==> src/rtl/mul_arb_pkg.sv <==
// Shared types and width helpers for the multiplier arbiter.
package mul_arb_pkg;

  localparam int TAG_ID_W = 8;

  typedef struct packed {
    logic                valid;
    logic [TAG_ID_W-1:0] id;
  } mul_tag_t;

  function automatic int id_w(input int n);
    return $clog2(n);
  endfunction

  function automatic int cnt_w(input int depth);
    return $clog2(depth + 1);
  endfunction

endpackage

==> src/rtl/Multiplier.sv <==
// Fixed-latency pipelined multiplier; per-operand signedness, full 2*WIDTH product.
module Multiplier #(
  parameter int WIDTH   = 32,
  parameter int LATENCY = 3
) (
  input  logic               clk,
  input  logic               rst_n,
  input  logic [WIDTH-1:0]   op1,
  input  logic               op1_sign,
  input  logic [WIDTH-1:0]   op2,
  input  logic               op2_sign,
  output logic [2*WIDTH-1:0] result
);

  logic [2*WIDTH-1:0] a_s, b_s, prod_s;
  logic [2*WIDTH-1:0] pipe_q [LATENCY];

  // The low 2*WIDTH bits of the extended product are exact for any sign mix.
  assign a_s    = {{WIDTH{op1_sign & op1[WIDTH-1]}}, op1};
  assign b_s    = {{WIDTH{op2_sign & op2[WIDTH-1]}}, op2};
  assign prod_s = a_s * b_s;

  // Result delay line.
  always_ff @(posedge clk or negedge rst_n) begin
    if (!rst_n) begin
      for (int k = 0; k < LATENCY; k++) pipe_q[k] <= '0;
    end else begin
      pipe_q[0] <= prod_s;
      for (int k = 1; k < LATENCY; k++) pipe_q[k] <= pipe_q[k-1];
    end
  end

  assign result = pipe_q[LATENCY-1];

endmodule

==> src/rtl/mul_arb_resp_fifo.sv <==
// Per-requester response FIFO with occupancy count and asynchronous reset.
module mul_arb_resp_fifo
  import mul_arb_pkg::*;
#(
  parameter int DATA_W = 64,
  parameter int DEPTH  = 2,
  localparam int CW    = cnt_w(DEPTH),
  localparam int PW    = (DEPTH > 1) ? $clog2(DEPTH) : 1
) (
  input  logic              clk_i,
  input  logic              rst_n_i,
  input  logic              push_i,
  input  logic [DATA_W-1:0] data_i,
  input  logic              pop_i,
  output logic              valid_o,
  output logic [DATA_W-1:0] data_o,
  output logic [CW-1:0]     cnt_o
);

  logic [DATA_W-1:0] mem_q [DEPTH];
  logic [PW-1:0]     wr_q, rd_q;
  logic [CW-1:0]     cnt_q, cnt_d;
  logic              pop_s;

  function automatic logic [PW-1:0] ptr_next(input logic [PW-1:0] p);
    return (p == PW'(DEPTH - 1)) ? '0 : p + PW'(1);
  endfunction

  assign pop_s = pop_i && (cnt_q != '0);

  // Occupancy next state; simultaneous push and pop leaves it unchanged.
  always_comb begin
    cnt_d = cnt_q;
    case ({push_i, pop_s})
      2'b10:   cnt_d = cnt_q + CW'(1);
      2'b01:   cnt_d = cnt_q - CW'(1);
      default: cnt_d = cnt_q;
    endcase
  end

  // Storage, pointers and count.
  always_ff @(posedge clk_i or negedge rst_n_i) begin
    if (!rst_n_i) begin
      for (int k = 0; k < DEPTH; k++) mem_q[k] <= '0;
      wr_q  <= '0;
      rd_q  <= '0;
      cnt_q <= '0;
    end else begin
      if (push_i) begin
        mem_q[wr_q] <= data_i;
        wr_q        <= ptr_next(wr_q);
      end
      if (pop_s) rd_q <= ptr_next(rd_q);
      cnt_q <= cnt_d;
    end
  end

  assign valid_o = (cnt_q != '0);
  assign data_o  = mem_q[rd_q];
  assign cnt_o   = cnt_q;

  mul_arb_resp_fifo_chk #(.DEPTH(DEPTH), .CW(CW)) u_chk (
    .clk_i   (clk_i),
    .rst_n_i (rst_n_i),
    .push_i  (push_i),
    .cnt_i   (cnt_q)
  );

endmodule

==> src/rtl/mul_arb_resp_fifo_chk.sv <==
// Checker for one response FIFO: a push must never land on a full FIFO.
module mul_arb_resp_fifo_chk #(
  parameter int DEPTH = 2,
  parameter int CW    = 2
) (
  input logic          clk_i,
  input logic          rst_n_i,
  input logic          push_i,
  input logic [CW-1:0] cnt_i
);

  property p_no_push_full;
    @(posedge clk_i) disable iff (!rst_n_i) !(push_i && (cnt_i == CW'(DEPTH)));
  endproperty

  a_no_push_full: assert property (p_no_push_full);

endmodule

==> src/rtl/mul_arbiter.sv <==
// Credit-gated round-robin sharing of one pipelined Multiplier among NUM_REQ requesters.
// Optional per-requester statistics ports when MUL_ARBITER_STATS_EN is defined.
module mul_arbiter
  import mul_arb_pkg::*;
#(
  parameter int NUM_REQ     = 4,
  parameter int WIDTH       = 32,
  parameter int MUL_LATENCY = 3,
  parameter int RESP_DEPTH  = 2
) (
  input  logic                       clk,
  input  logic                       rst_n,
  input  logic [NUM_REQ-1:0]         req_valid,
  output logic [NUM_REQ-1:0]         req_ready,
  input  logic [NUM_REQ*WIDTH-1:0]   req_op1,
  input  logic [NUM_REQ-1:0]         req_op1_sign,
  input  logic [NUM_REQ*WIDTH-1:0]   req_op2,
  input  logic [NUM_REQ-1:0]         req_op2_sign,
  output logic [NUM_REQ-1:0]         rsp_valid,
  input  logic [NUM_REQ-1:0]         rsp_ready,
  output logic [NUM_REQ*2*WIDTH-1:0] rsp_result,
  output logic                       busy
`ifdef MUL_ARBITER_STATS_EN
  ,
  output logic [NUM_REQ*32-1:0]      stat_issue_cnt,
  output logic [NUM_REQ*32-1:0]      stat_stall_cnt
`endif
);

  localparam int IDW = id_w(NUM_REQ);
  localparam int CW  = cnt_w(RESP_DEPTH);
  localparam int DW  = 2 * WIDTH;

  logic [IDW-1:0]   ptr_q, ptr_d;
  logic [CW-1:0]    inflight_q [NUM_REQ];
  logic [CW-1:0]    inflight_d [NUM_REQ];
  logic [CW-1:0]    fifo_cnt_s [NUM_REQ];
  mul_tag_t         tag_q [MUL_LATENCY];
  mul_tag_t         tag_in_s, tail_s;
  logic [NUM_REQ-1:0] eligible_s, grant_s, push_s;
  logic             lo_found_s, hi_found_s, gnt_vld_s, busy_s;
  logic [IDW-1:0]   lo_idx_s, hi_idx_s, gnt_idx_s;
  logic [WIDTH-1:0] op1_s, op2_s;
  logic             op1_sign_s, op2_sign_s;
  logic [DW-1:0]    mul_result_s;

  // Credit uses registered counts only, so ready never depends on this cycle's pops.
  always_comb begin
    eligible_s = '0;
    for (int i = 0; i < NUM_REQ; i++) begin
      eligible_s[i] = req_valid[i] &&
        (({1'b0, fifo_cnt_s[i]} + {1'b0, inflight_q[i]}) < (CW+1)'(RESP_DEPTH));
    end
  end

  // Round-robin pick: lowest eligible at/after ptr, else lowest eligible overall.
  always_comb begin
    lo_found_s = 1'b0;
    hi_found_s = 1'b0;
    lo_idx_s   = '0;
    hi_idx_s   = '0;
    for (int i = NUM_REQ - 1; i >= 0; i--) begin
      lo_found_s = eligible_s[i] ? 1'b1 : lo_found_s;
      lo_idx_s   = eligible_s[i] ? IDW'(i) : lo_idx_s;
      hi_found_s = (eligible_s[i] && (IDW'(i) >= ptr_q)) ? 1'b1 : hi_found_s;
      hi_idx_s   = (eligible_s[i] && (IDW'(i) >= ptr_q)) ? IDW'(i) : hi_idx_s;
    end
    gnt_vld_s = lo_found_s && rst_n;
    gnt_idx_s = hi_found_s ? hi_idx_s : lo_idx_s;
    grant_s   = '0;
    for (int i = 0; i < NUM_REQ; i++) grant_s[i] = gnt_vld_s && (gnt_idx_s == IDW'(i));
    ptr_d = ptr_q;
    if (gnt_vld_s) begin
      ptr_d = (gnt_idx_s == IDW'(NUM_REQ - 1)) ? '0 : gnt_idx_s + IDW'(1);
    end else begin
      ptr_d = ptr_q;
    end
  end

  assign req_ready = grant_s;

  // One-hot operand mux; all zero when nothing is granted.
  always_comb begin
    op1_s      = '0;
    op2_s      = '0;
    op1_sign_s = 1'b0;
    op2_sign_s = 1'b0;
    for (int i = 0; i < NUM_REQ; i++) begin
      op1_s      = op1_s | (req_op1[i*WIDTH +: WIDTH] & {WIDTH{grant_s[i]}});
      op2_s      = op2_s | (req_op2[i*WIDTH +: WIDTH] & {WIDTH{grant_s[i]}});
      op1_sign_s = op1_sign_s | (req_op1_sign[i] & grant_s[i]);
      op2_sign_s = op2_sign_s | (req_op2_sign[i] & grant_s[i]);
    end
  end

  assign tag_in_s.valid = gnt_vld_s;
  assign tag_in_s.id    = TAG_ID_W'(gnt_idx_s);
  assign tail_s         = tag_q[MUL_LATENCY-1];

  // Return routing and outstanding-op bookkeeping.
  always_comb begin
    push_s = '0;
    busy_s = 1'b0;
    for (int i = 0; i < NUM_REQ; i++) begin
      push_s[i] = tail_s.valid && (tail_s.id == TAG_ID_W'(i));
      case ({grant_s[i], push_s[i]})
        2'b10:   inflight_d[i] = inflight_q[i] + CW'(1);
        2'b01:   inflight_d[i] = inflight_q[i] - CW'(1);
        default: inflight_d[i] = inflight_q[i];
      endcase
      busy_s = busy_s || (inflight_q[i] != '0) || (fifo_cnt_s[i] != '0);
    end
  end

  assign busy = busy_s;

  // Pointer, tag pipe and in-flight counters.
  always_ff @(posedge clk or negedge rst_n) begin
    if (!rst_n) begin
      ptr_q <= '0;
      for (int k = 0; k < MUL_LATENCY; k++) tag_q[k] <= '0;
      for (int i = 0; i < NUM_REQ; i++) inflight_q[i] <= '0;
    end else begin
      ptr_q    <= ptr_d;
      tag_q[0] <= tag_in_s;
      for (int k = 1; k < MUL_LATENCY; k++) tag_q[k] <= tag_q[k-1];
      for (int i = 0; i < NUM_REQ; i++) inflight_q[i] <= inflight_d[i];
    end
  end

  Multiplier #(.WIDTH(WIDTH), .LATENCY(MUL_LATENCY)) u_mul (
    .clk      (clk),
    .rst_n    (rst_n),
    .op1      (op1_s),
    .op1_sign (op1_sign_s),
    .op2      (op2_s),
    .op2_sign (op2_sign_s),
    .result   (mul_result_s)
  );

  for (genvar g = 0; g < NUM_REQ; g++) begin : g_fifo
    mul_arb_resp_fifo #(.DATA_W(DW), .DEPTH(RESP_DEPTH)) u_fifo (
      .clk_i   (clk),
      .rst_n_i (rst_n),
      .push_i  (push_s[g]),
      .data_i  (mul_result_s),
      .pop_i   (rsp_ready[g]),
      .valid_o (rsp_valid[g]),
      .data_o  (rsp_result[g*DW +: DW]),
      .cnt_o   (fifo_cnt_s[g])
    );
  end

`ifdef MUL_ARBITER_STATS_EN
  logic [31:0] issue_q [NUM_REQ];
  logic [31:0] stall_q [NUM_REQ];

  // Free-running, wrapping per-requester counters.
  always_ff @(posedge clk or negedge rst_n) begin
    if (!rst_n) begin
      for (int i = 0; i < NUM_REQ; i++) begin
        issue_q[i] <= 32'd0;
        stall_q[i] <= 32'd0;
      end
    end else begin
      for (int i = 0; i < NUM_REQ; i++) begin
        if (grant_s[i]) issue_q[i] <= issue_q[i] + 32'd1;
        if (req_valid[i] && !grant_s[i]) stall_q[i] <= stall_q[i] + 32'd1;
      end
    end
  end

  for (genvar g = 0; g < NUM_REQ; g++) begin : g_stat
    assign stat_issue_cnt[g*32 +: 32] = issue_q[g];
    assign stat_stall_cnt[g*32 +: 32] = stall_q[g];
  end
`endif

endmodule

==> config.mk <==
export PLATFORM = sky130hd
export DESIGN_NAME = mul_arbiter
export DESIGN_NICKNAME = d
export VERILOG_FILES = /design/src/rtl/mul_arb_pkg.sv /design/src/rtl/Multiplier.sv /design/src/rtl/mul_arb_resp_fifo.sv /design/src/rtl/mul_arb_resp_fifo_chk.sv /design/src/rtl/mul_arbiter.sv
export SDC_FILE = /design/constraint.sdc
export NUM_CORES = 2
export LEC_CHECK = 0
export BUFFER_PORTS_ARGS = -buffer_cell sky130_fd_sc_hd__buf_2
export CELL_PAD_IN_SITES_DETAIL_PLACEMENT = 1
export CELL_PAD_IN_SITES_GLOBAL_PLACEMENT = 1
export CORE_ASPECT_RATIO = 0.9
export CORE_MARGIN = 3
export CORE_UTILIZATION = 50
export CTS_CLUSTER_DIAMETER = 150
export DETAILED_ROUTE_END_ITERATION = 16
export PLACE_DENSITY_LB_ADDON = 0.1
export SLEW_MARGIN = 20
export SYNTH_ARGS = -nofsm -noshare
export SYNTH_HDL_FRONTEND = slang
export SYNTH_SLANG_ARGS = --single-unit
==> constraint.sdc <==
create_clock -name clk -period 12.9 [get_ports clk]
set_input_delay 0.645 -clock clk [delete_from_list [all_inputs] [get_ports clk]]
set_output_delay 0.645 -clock clk [all_outputs]
set_load 0.02 [all_outputs]
==> results.cfg <==
[clocking]
cts_made_buffers = 75
clkSinkCount = 739
clockBufferDepth = 3
cts_root_buf = clkbuf_16
postCtsSetupBuffers = 0
clk_transition_reported_paths_ps = 60
htree_levels = 3
clk_latency_ps = 640
cts_tree = built

[yosys]
yosys-top-cells-area = fa_1 (34%), dfrtp_1 (27%), mux2_2 (13%)
synth_edf_count = 0
yosysSeqAreaShare_pct = 27.4
ys_types = 63
synth_top_area_share_pct = 33.5
synth_most_common_cell = fa_1
syn_area_per_cell_um2 = 11.1
syn_inst = 6069
syn-cell-area_um2 = 67400
synth_commonest_cells = fa_1 (1129), inv_1 (1095), nand2_1 (774)
ys_ff_latch = 739
syn_nets = 7696
ys_warn_count = 0
ys.flop_type = dfrtp_1
synth_top_area_cell = fa_1
synthArstFlopShare_pct = 100

[sta]
finalCritPeriodShare_pct = 96.1
max_freq_ghz = 0.0807
relSlewSlack_pct = 17.2
fin_skew_ps = 33.2
hold_viol_final = 0
worst_pin_slew_ps = 1240
maxSlewViolCount = 0
period_needed_ps = 12390
rsz0062_at_grt = no
fin_setup_tns_ps = 0
setup_viol = 0

[worst_setup_path]
r2r_start = inflight_q[2]
path_buf_inv = 8
crit_family = adder cells
critPathArrivalTime_ps = 12850
cp.required_ps = 13360
startpoint_type = register
path_max_fanout = 45
crit_top_cell = fa_1
critPathLaunch = inflight_q[2]
end_kind = register
critical_path.max_stage_delay_ps = 670
worstSetupPathType = reg -> reg
slowest_stage = and2_4

[finish]
fin_cells = 8402
fin_nets = 8206
drive_gt1_share_pct = 25.9
syn_to_final_growth_pct = 12.1
final_area_um2 = 75500
fin_util_pct = 56.6

[drt]
drt_iter0_markers = 3563
totalWireLength_um = 244000
vias_per_cell = 5.75
drc_errors = 0
dr.pass1.iters = 5
drt.antenna.violating_nets = 0
wire_per_inst_um = 29.0
num_vias = 48300

[outcome]
status = finished clean

[global_routing]
grt_pass1_vias = 54700
grt_pass1_wl_um = 362000
grt_start_max_net_pins = 175
antenna_found_initial = 28
grt_usage_pct = 35.6
overflow = 0

[placed_design]
dp_cells = 8237
routabilityCongestion = 0.981
io_buffers = 538
dp_hpwl_um = 193000
placed_area_um2 = 72700

[floorplanning]
core_area_um2 = 133000
die-area_um2 = 139000
fp.dieH_um = 354
ios = 539
row_count = 127
die_x_um = 393
start_util_pct = 50.5

[hold_path]
min-delay-start = u_mul.pipe_q[160]
hold_path.class = reg -> reg

[job]
drv_cap = 0
==> area by class of cell <==
| cell class | instances | area (µm²) |
|---|---|---|
| clock inverters | 37 | 533 |
| diodes | 19 | 47.5 |
| inverters | 1096 | 4110 |
| clock buffers | 103 | 2160 |
| flip-flops and latches | 739 | 18500 |
| repair buffers | 738 | 4320 |
| multi-input cells | 3929 | 43700 |
| fillers | 14100 | 58000 |
| well taps | 1741 | 2180 |
==> stage by stage <==
stage                     hold slack, ps  setup WS (ps)
after floorplan                      331           2760
after global placement               331            897
after detailed placement             336            555
after CTS                            325            495
after global routing                 337           14.8
final                                326            505
==> state kept, by name, indices dropped and copies added, names as in the netlist <==
register	cells
u_mul.result	64
inflight_q	8
g_fifo.u_fifo.mem_q	512
g_fifo.u_fifo.cnt_o	8
g_fifo.u_fifo.rd_q	4
g_fifo.u_fifo.wr_q	4
ptr_q	2
tag_q	9
u_mul.pipe_q	128
==> path summary, 6_finish.rpt <==
kind / to / slack (ps) / cells past startpoint
setup / recovery: u_mul.pipe_q[176] / 510 / 38
hold / removal: u_mul.pipe_q[96] / 330 / 0
setup reg to reg: u_mul.pipe_q[176] / 510 / 38
hold reg to reg: u_mul.pipe_q[96] / 330 / 0
max in group asynchronous: u_mul.pipe_q[168] / 9500 / 5
min in group asynchronous: g_fifo[0].u_fifo.mem_q[8] / 560 / 2
==> metal layers <==
metal	up-vias	track usage (%)	share of wire, %
met3	598	7.06	7.3
met1	26000	45.7	39
met5	-	0	0.067
li1	19900	-	-
met4	20	19.0	6.4
met2	1880	57.2	47
==> what timing repair did <==
action                                 4_1_cts  5_1_grt
endpoints found under the hold margin       59        0
hold buffers                                 1        0
setup endpoints to repair                    0        4
gates resized for setup                      0        1
==> placed cells by master (no fill, tap or decap), drive strengths merged, types with 13 or more instances in the layout <==
cell type / count
nand2b: 13
diode: 19
inv: 1102
a22oi: 22
a22o: 54
and2: 22
clkbuf: 103
ha: 224
a21o: 30
xnor2: 80
a221oi: 56
buf: 737
fa: 1129
o21ai: 31
nor2: 416
clkinv: 18
a21oi: 96
a221o: 53
mux2: 768
nor3: 16
nand3: 15
xor2: 26
dfrtp: 739
nand2: 774
==> kinds of logic (layout without fill, tap and decap cells) <==
logic type,after synthesis,after routing,synth area share [%]
adders and majority gates,1353,1353,37.7
DFF,739,739,27.4
and+or+nand+nor,1297,1299,7.62
buffers and inverters,1403,1974,8.10
AOI/OAI and AO/OA,403,403,4.93
muxes,768,768,12.8
other,0,19,0
xor gates and xnor gates,106,106,1.38
==> worst register-to-register path: cells and delay by family (launching register included) <==
kind,cells,cell delay (ps)
adder cells (fa/ha/maj),11,5390
AO/OA/AOI/OAI,10,2600
AND/OR/NAND/NOR,8,2020
buffers and inverters,8,1130
XOR/XNOR,1,620
flip-flops,1,430
Power is left out: the tool's default activity adds up to more than one toggle a clock period on the data nets, which glitch-free logic cannot reach.
